===== src/rtl/sisc_ctrl_v2.sv =====
// sisc_ctrl_v2: multicycle SISC control FSM.
// Sequences START/FETCH/DECODE/EXECUTE/MEM/WRITEBACK, drives the datapath
// control lines, handshakes data memory via mem_req/mem_ack with an optional
// wait timeout, and parks in a resumable HALT state.
module sisc_ctrl_v2 #(
  parameter int CC_W        = 4,
  parameter int AM_IMM      = 8,
  parameter bit FAST_PATH   = 1'b0,
  parameter int MEM_TIMEOUT = 0
) (
  input  logic            clk,
  input  logic            rst_f,
  input  logic [3:0]      opcode,
  input  logic [CC_W-1:0] mm,
  input  logic [CC_W-1:0] stat,
  input  logic            mem_ack,
  input  logic            resume,
  output logic            rf_we,
  output logic            rb_sel,
  output logic            pc_sel,
  output logic            pc_write,
  output logic            pc_rst,
  output logic            ir_load,
  output logic            br_sel,
  output logic            mux_16_sel,
  output logic            dm_we,
  output logic            mux4_swap_sel,
  output logic            swap_ctrl,
  output logic [1:0]      alu_op,
  output logic [1:0]      wb_sel,
  output logic            mem_req,
  output logic            halted,
  output logic            err,
  output logic            retire,
  output logic [2:0]      state
);

  localparam logic [2:0] S_START   = 3'd0;
  localparam logic [2:0] S_FETCH   = 3'd1;
  localparam logic [2:0] S_DECODE  = 3'd2;
  localparam logic [2:0] S_EXECUTE = 3'd3;
  localparam logic [2:0] S_MEM     = 3'd4;
  localparam logic [2:0] S_WB      = 3'd5;
  localparam logic [2:0] S_HALT    = 3'd6;

  localparam logic [3:0] OP_LOD = 4'd1;
  localparam logic [3:0] OP_STR = 4'd2;
  localparam logic [3:0] OP_SWP = 4'd3;
  localparam logic [3:0] OP_BRA = 4'd4;
  localparam logic [3:0] OP_BRR = 4'd5;
  localparam logic [3:0] OP_BNE = 4'd6;
  localparam logic [3:0] OP_BNR = 4'd7;
  localparam logic [3:0] OP_ALU = 4'd8;
  localparam logic [3:0] OP_HLT = 4'd15;

  // Counter must be able to hold MEM_TIMEOUT itself; keep at least one bit.
  localparam int               CNT_W = (MEM_TIMEOUT > 0) ? $clog2(MEM_TIMEOUT + 1) : 1;
  localparam logic [CNT_W-1:0] TO_V  = CNT_W'(MEM_TIMEOUT);
  localparam logic [CC_W-1:0]  AM_V  = CC_W'(AM_IMM);

  logic [2:0]       state_q, state_d;
  logic [CNT_W-1:0] cnt_q, cnt_d, cnt_inc;
  logic             err_q, err_d;

  logic       is_lod, is_str, is_swp, is_mem, is_alu, is_hlt;
  logic       is_br_abs, is_skip, is_imm, cc_hit, br_taken, to_hit;
  logic [1:0] ex_alu_op;

  // Opcode classification and branch condition evaluation
  always_comb begin
    is_lod    = (opcode == OP_LOD);
    is_str    = (opcode == OP_STR);
    is_swp    = (opcode == OP_SWP);
    is_alu    = (opcode == OP_ALU);
    is_hlt    = (opcode == OP_HLT);
    is_mem    = is_lod || is_str || is_swp;
    is_br_abs = (opcode == OP_BRA) || (opcode == OP_BNE);
    // Branches and every undefined opcode (NOOP class) have no EXECUTE work.
    is_skip   = !is_mem && !is_alu && !is_hlt;
    is_imm    = (mm == AM_V);
    cc_hit    = |(stat & mm);
    br_taken  = 1'b0;
    if ((opcode == OP_BRA) || (opcode == OP_BRR)) br_taken = cc_hit;
    if ((opcode == OP_BNE) || (opcode == OP_BNR)) br_taken = !cc_hit;
    // MSB selects the non-ALU function class, LSB the immediate variant.
    ex_alu_op = {!is_alu, is_imm};
  end

  // Memory wait counter: zero outside MEM, counts unacknowledged request cycles
  always_comb begin
    cnt_inc = cnt_q + CNT_W'(1);
    // An ack in the same cycle always beats the timeout.
    to_hit  = (MEM_TIMEOUT > 0) && mem_req && !mem_ack && (cnt_inc == TO_V);
    cnt_d   = '0;
    if (state_q == S_MEM) cnt_d = (mem_req && !mem_ack) ? cnt_inc : cnt_q;
  end

  // Next-state and sticky error logic
  always_comb begin
    state_d = state_q;
    err_d   = err_q;
    case (state_q)
      S_START:   state_d = S_FETCH;
      S_FETCH:   state_d = S_DECODE;
      S_DECODE: begin
        if (is_hlt)                    state_d = S_HALT;
        else if (FAST_PATH && is_skip) state_d = S_FETCH;
        else                           state_d = S_EXECUTE;
      end
      S_EXECUTE: state_d = (FAST_PATH && is_alu) ? S_WB : S_MEM;
      S_MEM: begin
        if (!is_mem || mem_ack) state_d = S_WB;
        else if (to_hit) begin
          state_d = S_HALT;
          err_d   = 1'b1;
        end
      end
      S_WB:      state_d = S_FETCH;
      S_HALT:    if (resume) state_d = S_FETCH;
      default:   state_d = S_START;
    endcase
  end

  // Datapath control decode from registered state and live IR/status fields
  always_comb begin
    rf_we         = 1'b0;
    rb_sel        = 1'b0;
    pc_sel        = 1'b0;
    pc_write      = 1'b0;
    pc_rst        = 1'b0;
    ir_load       = 1'b0;
    br_sel        = 1'b0;
    mux_16_sel    = 1'b0;
    dm_we         = 1'b0;
    mux4_swap_sel = 1'b0;
    swap_ctrl     = 1'b0;
    alu_op        = 2'b00;
    wb_sel        = 2'b00;
    mem_req       = 1'b0;
    halted        = 1'b0;
    retire        = 1'b0;
    case (state_q)
      S_START: pc_rst = 1'b1;
      S_FETCH: begin
        pc_write = 1'b1;
        ir_load  = 1'b1;
      end
      S_DECODE: begin
        rb_sel = is_str || is_swp;
        if (br_taken) begin
          pc_sel   = 1'b1;
          pc_write = 1'b1;
          br_sel   = is_br_abs;
        end
        retire = FAST_PATH && is_skip;
      end
      S_EXECUTE: begin
        alu_op    = ex_alu_op;
        rb_sel    = is_str || is_swp;
        swap_ctrl = is_swp;
        if (is_lod) wb_sel = 2'd1;
        if (is_swp) wb_sel = 2'd2;
      end
      S_MEM: begin
        alu_op     = ex_alu_op;
        rb_sel     = is_str || is_swp;
        mem_req    = is_mem;
        mux_16_sel = (is_lod || is_str) && is_imm;
        // Write strobe only on the ack cycle so a store lands exactly once.
        dm_we      = is_str && mem_ack;
      end
      S_WB: begin
        rf_we         = is_alu || is_lod || is_swp;
        mux4_swap_sel = is_swp;
        if (is_lod) wb_sel = 2'd1;
        if (is_swp) wb_sel = 2'd3;
        retire        = 1'b1;
      end
      S_HALT:  halted = 1'b1;
      default: ;
    endcase
  end

  // State registers with synchronous active-high reset
  always_ff @(posedge clk) begin
    if (rst_f) begin
      state_q <= S_START;
      cnt_q   <= '0;
      err_q   <= 1'b0;
    end else begin
      state_q <= state_d;
      cnt_q   <= cnt_d;
      err_q   <= err_d;
    end
  end

  assign state = state_q;
  assign err   = err_q;

endmodule


===== config.mk =====
export PLATFORM = sky130hd
export DESIGN_NAME = sisc_ctrl_v2
export DESIGN_NICKNAME = d
export VERILOG_FILES = /design/src/rtl/sisc_ctrl_v2.sv
export SDC_FILE = /design/constraint.sdc
export NUM_CORES = 1
export LEC_CHECK = 0
export CORE_ASPECT_RATIO = 1.25
export CORE_MARGIN = 3
export CORE_UTILIZATION = 30
export DETAILED_ROUTE_END_ITERATION = 16
export GPL_TIMING_DRIVEN = 0
export HOLD_SLACK_MARGIN = 0.03
export PLACE_DENSITY = 0.74
export SYNTH_ARGS = -nofsm -noshare
export SYNTH_HDL_FRONTEND = slang
export SYNTH_SLANG_ARGS = --single-unit

===== constraint.sdc =====
create_clock -name clk -period 1.9 [get_ports clk]
set_input_delay 0.475 -clock clk [delete_from_list [all_inputs] [get_ports clk]]
set_output_delay 0.475 -clock clk [all_outputs]
set_load 0.01 [all_outputs]

==> flow_summary.ini, run 1 <==
[floorplan]
initial_core_util_pct = 33.84
die-width_um = 42.58
placementRows = 15
coreArea_um2 = 1483
dieArea_um2 = 2202
io_pins = 38
die_height_um = 51.72

[placement]
pre_cts_slack_ps = -882.0
hpwlAfterDp_um = 1196
gp_congestion = 0.7896
io_buffers = 34

[synthesis]
netlist_top_cells_count = nand2_1 (8), nor2_1 (6), buf_4 (4), inv_1 (4)
ys_warn_count = 0
synthCells = 68
yosysSeqAreaShare_pct = 11.97
ys_ff_latch = 3
async_reset_ff_share_pct = 0
synth_ff_type = dfxtp_1
yosys-top-cells-area = dfxtp_1 (12%), buf_4 (6.0%), nand2_1 (6.0%)
synth_top_area_cell = dfxtp_1
synth_edf_count = 0
synth.most_common_cell = nand2_1
synth_nets = 84
yosysTopAreaCellShare_pct = 11.97
syn_area_per_cell_um2 = 7.378
syn_area_um2 = 501.7
synth_cell_types = 36

[layout]
multi_input_area_um2 = 451.7
n_fill_cell = 142
area_delta_synth_final_pct = 86.78
largest_reg_flops = 3
n_antenna_cell = 0
fin_nets = 129
drive_gt1_share_pct = 51.79
seqCellArea_um2 = 68.82

[min_path]
hold_class = reg -> reg

[pwr]
ir_drop_mv = 0.2413
leakagePower_nw = 0.4590
power.density_nw_per_um2 = 420.2

[detailed_routing]
detail_route.wirelength_um = 1753
detail-route-antenna-nets = 0
drc_errors = 0
drtIter0Drc = 5
wl_per_cell_um = 13.59
dr.pass1.iters = 5
vias_per_cell = 5.116
vias = 660

[timing]
slew_violations = 0
finalHoldViolations = 0
min_period_over_period_pct = 100.3
rsz0062_at_grt = yes
setup_violations = 1
skew_ps = 6.657
max_freq_ghz = 0.5249
period_minus_slack_ps = 1905
worst_slack_ps = -5.307
setup_tns_ps = -5.307

[clocking]
cts_sinks = 3
insertion_delay_ps = 240
path_clk_slew_ps = 40
cts_max_level = 1
cts_root_buffer = clkbuf_4
clockBufferDepth = 2
cts_buffers = 3
cts_hold_buf = 0
cts_tree = yes

[grt]
antenna_found_initial = 0
grt_overflow_total = 0
grt_start_max_net_pins = 13
grt_pass1_wl_um = 2898
grt_pass1_vias = 644
grt_usage_pct = 16.65

[worst_setup_path]
crit_fanout = 2
critPathKind = in -> out
start_kind = primary input
endpoint_kind = output port
worstPathRequired_ps = 1420
worstPathArrival_ps = 1430

[status]
status = finished with violations
violations = negative setup slack

[run]
max_cap_viol_count = 0
## power breakdown
| part | internal (mW) | total, mW | switching (mW) | leakage [nW] |
|---|---|---|---|---|
| Combinational | 0.100 | 0.187 | 0.0871 | 0.418 |
| Sequential | 0.0706 | 0.0876 | 0.0170 | 0.0264 |
| Clock | 0.0792 | 0.119 | 0.0397 | 0.0150 |
| Total | 0.250 | 0.394 | 0.144 | 0.459 |
## logic make-up (layout without fill, tap and decap cells)
kind of cell    Yosys count  in the layout  synth area share (%)
other cells               1              1                0.7474
compound gates           14             14                 19.45
buf+inv                  10             54                 13.47
flops                     3              3                 11.97
mux                       1              1                 1.995
xor+xnor                  1              1                 1.746
simple gates             38             38                 50.63
## worst paths after layout
kind	start	end	slack, ps	cells past startpoint
max reg2reg	state[2]$_SDFFE_PP0P_	state[0]$_SDFFE_PP0P_	630	4
min	state[1]$_SDFFE_PP0P_	state[1]$_SDFFE_PP0P_	610	2
min reg2reg	state[1]$_SDFFE_PP0P_	state[1]$_SDFFE_PP0P_	610	2
max	mm[1]	mux_16_sel	-5	4
## cell type report
class                      count  share of cell area (%)
multi-input combinational     55                   48.20
timing repair buffer          41                   32.58
sequential                     3                   7.343
buffer                         5                   5.207
clock buffer                   4                   2.804
tap                           17                   2.270
inverter                       4                   1.602
## layer usage
layer	track usage (%)	up-vias	part of all wire (%)
met5	0	-	0
met3	4.844	5	6.3
li1	-	329	-
met4	3.627	0	1.3
met1	18.88	297	42
met2	30.46	29	51
## through the flow
stage	util, %	std cells	power [mW]	area [um2]	hold slack, ps
final	63.21	129	0.3937	937.1	607.3
after global routing	63.21	129	0.4170	937.1	618.2
after CTS	60.59	126	0.3734	898.4	586.8
after detailed placement	58.23	119	0.2592	863.3	678.7
after global placement	58.23	119	0.2581	863.3	677.0
after floorplan	-	68	0.1731	501.7	544.4
## what timing repair did
item / CTS / global route
setup buffers: 4 / 3
gates resized for setup: 93 / 21
endpoints found under the setup margin: 18 / 12
pin swaps: 12 / 10
## layout by cell type (no fill, tap or decap), types with 2 or more instances in the layout
master / count
dfxtp_4: 2
a21oi_2: 2
nand2_2: 2
nand2b_4: 2
clkbuf_4: 3
a22o_1: 2
inv_1: 4
and3b_1: 2
nor2_1: 4
nor3_1: 2
nor3_2: 2
buf_4: 8
clkbuf_2: 6
clkdlybuf4s50_1: 6
a31oi_1: 3
clkdlybuf4s15_2: 2
dlygate4sd2_1: 5
nand3b_1: 3
buf_6: 6
buf_2: 12
nand2_1: 7
nor3b_4: 2
## critical path, stage by stage
cell and delay, ps:
buf_6 90, or4b_4 540, nor3_2 180, buf_2 140
Note: power is estimated with default switching activity, not from simulation.
==> run 2, diff against run 1 <==
ABC_AREA = 1   (was default)
CORE_ASPECT_RATIO = default   (was 1.25)
PLACE_DENSITY = 0.77   (was 0.74)
==> flow_summary.ini, run 2 <==
[floorplan]
initial_core_util_pct = 33.09
dieArea_um2 = 1988
die_height_um = 44.59
placementRows = 13
coreArea_um2 = 1350
die-width_um = 44.59
io_pins = 38

[clocking]
cts_sinks = 3
path_clk_slew_ps = 30
cts_hold_buf = 0
insertion_delay_ps = 240
clockBufferDepth = 2
cts_root_buffer = clkbuf_4
cts_max_level = 1
cts_tree = yes
cts_buffers = 3

[timing]
finalHoldViolations = 0
whs_ps = 637.4
period_minus_slack_ps = 1837
max_freq_ghz = 0.5443
rsz0062_at_grt = yes
min_period_over_period_pct = 96.70
slew_violations = 0
setup_violations = 0
skew_ps = 5.854
worst_slack_ps = 62.71

[synthesis]
synth_nets = 103
synthCells = 87
async_reset_ff_share_pct = 0
netlist_top_cells_count = nand2_1 (23), inv_1 (16), nor2_1 (13), nand3_1 (6), nor3_1 (5)
synth.most_common_cell = nand2_1
syn_area_um2 = 446.7
yosysTopAreaCellShare_pct = 19.33
yosysSeqAreaShare_pct = 13.45
synth_edf_count = 0
synth_top_area_cell = nand2_1
ys_warn_count = 0
synth_ff_type = dfxtp_1
synth_cell_types = 20
syn_area_per_cell_um2 = 5.134
ys_ff_latch = 3
yosys-top-cells-area = nand2_1 (19%), dfxtp_1 (13%), inv_1 (13%)

[worst_setup_path]
slowest_delay_ps = 360
cp_cell_sequence = inv_2, nand2_2, nor2_4, inv_2, nor2_2, nand3_2, nor2_2, buf_2
crit_fanout = 6
worstPathArrival_ps = 1360
critPathKind = reg -> out
slowest_stage = dfxtp_4
start_kind = flop
path_buf_inv = 3
path_delay_family = simple AND/OR/NAND/NOR gates
endpoint_kind = output port
worstPathRequired_ps = 1420

[grt]
grt_overflow_total = 0
grt_usage_pct = 16.74
grt_pass1_vias = 631
antenna_found_initial = 0
grt_pass1_wl_um = 2497
grt_start_max_net_pins = 10

[status]
status = completed

[layout]
fin_nets = 148
final_common_cell = nand2_1
final_cell_mix = nand2_1 (20), inv_1 (15), nor2_1 (11), dlygate4sd2_1 (11), clkbuf_2 (9)
area_delta_synth_final_pct = 93.28
stdcell_count = 146
n_antenna_cell = 0
largest_reg_flops = 3
drive_gt1_share_pct = 35.88

[pwr]
leakagePower_nw = 0.4945
ir_drop_mv = 0.4249
power.density_nw_per_um2 = 601.8
power.total_mw = 0.5196

[detailed_routing]
drc_errors = 0
vias = 711
wl_per_cell_um = 11.67
detail-route-antenna-nets = 0
drtIter0Drc = 11
detail_route.wirelength_um = 1704
dr.pass1.iters = 4
vias_per_cell = 4.870

[placement]
dp_cells = 138
gp_congestion = 0.7723
io_buffers = 36
pre_cts_slack_ps = -708.0
hpwlAfterDp_um = 1212

[run]
max_cap_viol_count = 0

[min_path]
hold_class = reg -> reg
==> run 2: cell types whose count changed in the layout (fill, tap and decap cells not counted), sizes merged, moves of 2 or more <==
| cell | delta |
|---|---|
| nand2b | -2 |
| clkdlybuf4s15 | -2 |
| clkbuf | +3 |
| dlygate4sd2 | +6 |
| and3b | -2 |
| nand3 | +6 |
| a31oi | -2 |
| nand2 | +15 |
| buf | -14 |
| nor2 | +11 |
| inv | +13 |
| nor3b | -2 |
| dlymetal6s2s | +2 |
| a22o | -2 |
==> run 2: worst reg2reg max path: stages (launching register included) <==
cell and delay [ps]:
dfxtp_1 340, buf_6 150, inv_1 70, nor2_1 180
nand2_1 120, o21ai_2 80, nor2_1 60, nor2_1 70
==> run 2: per-stage QoR <==
stage	setup TNS (ps)	instance area [um2]	utilization, %
floorplan	0	446.7	-
global placement	-7836	825.8	61.17
detailed placement	-8004	825.8	61.17
CTS	-190.9	869.6	64.41
global route	-92.60	863.3	63.95
finish	0	863.3	63.95
==> run 2: final cells by class <==
type	count	area, um2
plain buffers	2	18.77
clock buffers	4	26.28
fillers	132	486.7
inverters	17	63.81
multi-input cells	65	361.6
flip-flops and latches	3	67.56
well taps	15	18.77
repair buffers	40	306.5
==> run 2: worst paths after layout <==
path / endpoint / start / cells past startpoint / slack [ps]
setup / recovery: br_sel / state[0]$_SDFFE_PP0P_ / 8 / 60
hold reg to reg: state[1]$_SDFFE_PP0P_ / state[1]$_SDFFE_PP0P_ / 3 / 640
hold / removal: state[1]$_SDFFE_PP0P_ / state[1]$_SDFFE_PP0P_ / 3 / 640
setup reg to reg: state[2]$_SDFFE_PP0P_ / state[2]$_SDFFE_PP0P_ / 7 / 770
==> run 2: what timing repair did <==
item                                    in CTS  in global routing
endpoints found under the hold margin        0                  0
pin swaps                                    8                  3
cloned                                       0                  0
buffers inserted                             3                  1
endpoints found under the setup margin      17                 15
gates resized for setup                     57                 34
==> run 2: kinds of logic (layout without fill, tap and decap cells) <==
family	Yosys count	count (layout)	share of synthesized area [%]
compound gates	9	9	12.05
buf+inv	19	63	18.49
flops	3	3	13.45
other cells	1	1	0.8395
simple gates	55	55	55.18
==> run 2: report_power, final <==
part           total [mW]  switching, mW  internal, mW
Combinational       0.291          0.154         0.137
Sequential          0.113         0.0300        0.0830
Clock               0.116         0.0371        0.0789
==> run 2: metal layers <==
| layer | up-vias | track usage, % | share of wire, % |
|---|---|---|---|
| met1 | 307 | 17.99 | 38 |
| met3 | 7 | 5.285 | 8.5 |
| met5 | - | 0 | 0 |
| li1 | 359 | - | - |
| met4 | 0 | 4.819 | 1.9 |
| met2 | 38 | 30.66 | 52 |
==> run 3, diff against run 2 <==
ABC_AREA = 0   (was 1)
CTS_BUF_LIST = sky130_fd_sc_hd__clkbuf_4   (was default)
PLACE_DENSITY = 0.74   (was 0.77)
==> flow_summary.ini, run 3 (synthesis gave the netlist of run 1 again) <==
[layout]
largest_reg_flops = 3
fin_util_pct = 59.90
final_common_cell = buf_2
final_cell_mix = buf_2 (12), buf_4 (10), nand2_1 (7)
n_antenna_cell = 0
n_fill_cell = 145
drive_gt1_share_pct = 48.67
stdcell_count = 129
area_delta_synth_final_pct = 84.04
fin_nets = 130

[worst_setup_path]
slowest_delay_ps = 540
crit_fanout = 2
worstPathRequired_ps = 1420
endpoint_kind = output port
cp_cell_sequence = buf_6, or4b_4, nor3_2, buf_2
path_delay_family = simple AND/OR/NAND/NOR gates
critPathKind = in -> out
slowest_stage = or4b_4
worstPathArrival_ps = 1460
path_buf_inv = 2
start_kind = primary input

[clocking]
insertion_delay_ps = 230
cts_root_buffer = clkbuf_4
path_clk_slew_ps = 40
cts_max_level = 1
cts_hold_buf = 0
clockBufferDepth = 2
cts_sinks = 3
cts_tree = yes
cts_buffers = 3

[detailed_routing]
drtIter0Drc = 8
drc_errors = 0
detail_route.wirelength_um = 1643
dr.pass1.iters = 4
vias_per_cell = 5.101
vias = 658
detail-route-antenna-nets = 0
wl_per_cell_um = 12.74

[floorplan]
die-width_um = 46.90
coreArea_um2 = 1541
die_height_um = 46.90
io_pins = 38
placementRows = 14
dieArea_um2 = 2199
initial_core_util_pct = 32.55

[placement]
io_buffers = 34
hpwlAfterDp_um = 1175
dp_cells = 118
gp_congestion = 0.7880

[timing]
worst_slack_ps = -31.92
rsz0062_at_grt = yes
whs_ps = 664.8
min_period_over_period_pct = 101.7
setup_violations = 1
slew_violations = 0
period_minus_slack_ps = 1932
max_freq_ghz = 0.5176
finalHoldViolations = 0
skew_ps = 2.081

[grt]
antenna_found_initial = 0
grt_start_max_net_pins = 11
grt_pass1_wl_um = 2477
grt_pass1_vias = 551
grt_overflow_total = 0
grt_usage_pct = 15.15

[min_path]
hold_class = reg -> reg

[pwr]
leakagePower_nw = 0.4662
ir_drop_mv = 0.1551
power.density_nw_per_um2 = 431.8

[status]
violations = negative setup slack
status = finished with violations

[run]
max_cap_viol_count = 0
-- run 3: changes by cell type in the layout (fill, tap and decap cells not counted), sizes merged, moves of 4 or more --
cell | previous run | this run
buf | 12 | 27
clkbuf | 13 | 9
dlygate4sd2 | 11 | 6
inv | 17 | 4
nand2 | 24 | 9
nand3 | 7 | 1
nor2 | 17 | 6
-- run 3: tightest hold or removal path, cell delays in order, from the launching register on --
cell	delay [ps]
dfxtp_4	350
nand2b_4	80
or3_1	120
a31oi_1	70
-- run 3: what timing repair did --
action                                  in CTS  in global routing
gates resized for setup                     94                 11
endpoints found under the setup margin      18                  9
pin swaps                                   14                  9
setup buffers                                4                  3
-- run 3: power breakdown --
part           internal (mW)  switching, mW
Combinational          0.104         0.0881
Sequential            0.0705         0.0100
Clock                 0.0929         0.0331
-- run 3: stage by stage --
| stage | cell area, um2 | setup TNS, ps | setup slack (ps) | total power, mW |
|---|---|---|---|---|
| 2_1_floorplan | 501.7 | 0 | 173.2 | 0.1731 |
| 3_3_place_gp | 862.1 | -9139 | -853.3 | 0.2574 |
| 3_5_place_dp | 862.1 | -9085 | -848.8 | 0.2577 |
| 4_1_cts | 895.9 | -15.54 | -10.18 | 0.3873 |
| 5_1_grt | 923.4 | -88.79 | -73.72 | 0.4228 |
| 6_report | 923.4 | -31.92 | -31.92 | 0.3988 |
-- run 3: layer usage --
layer  share of wire [%]  up-vias  global-route usage, %
met3                 5.2        2                  1.149
met4                0.73        0                  4.972
met1                  44      305                  20.32
met5                   0        -                      0
met2                  50       18                  25.47
li1                    -      333                      -
-- run 3: area by class of cell --
| class | instances | area (um2) | share of cell area (%) |
|---|---|---|---|
| sequential | 3 | 68.82 | 7.453 |
| timing repair buffer | 41 | 305.3 | 33.06 |
| inverter | 4 | 15.01 | 1.626 |
| tap | 16 | 20.02 | 2.168 |
| buffer | 6 | 56.30 | 6.098 |
| clock buffer | 4 | 30.03 | 3.252 |
| multi-input combinational | 55 | 427.9 | 46.34 |
-- run 3: final timing paths --
| path | from | endpoint | slack (ps) | depth (start not counted) |
|---|---|---|---|---|
| hold reg to reg | state[1]$_SDFFE_PP0P_ | state[2]$_SDFFE_PP0P_ | 660 | 3 |
| hold / removal | state[1]$_SDFFE_PP0P_ | state[2]$_SDFFE_PP0P_ | 660 | 3 |
| setup reg to reg | state[2]$_SDFFE_PP0P_ | state[0]$_SDFFE_PP0P_ | 620 | 4 |
| setup / recovery | mm[1] | mux_16_sel | -30 | 4 |
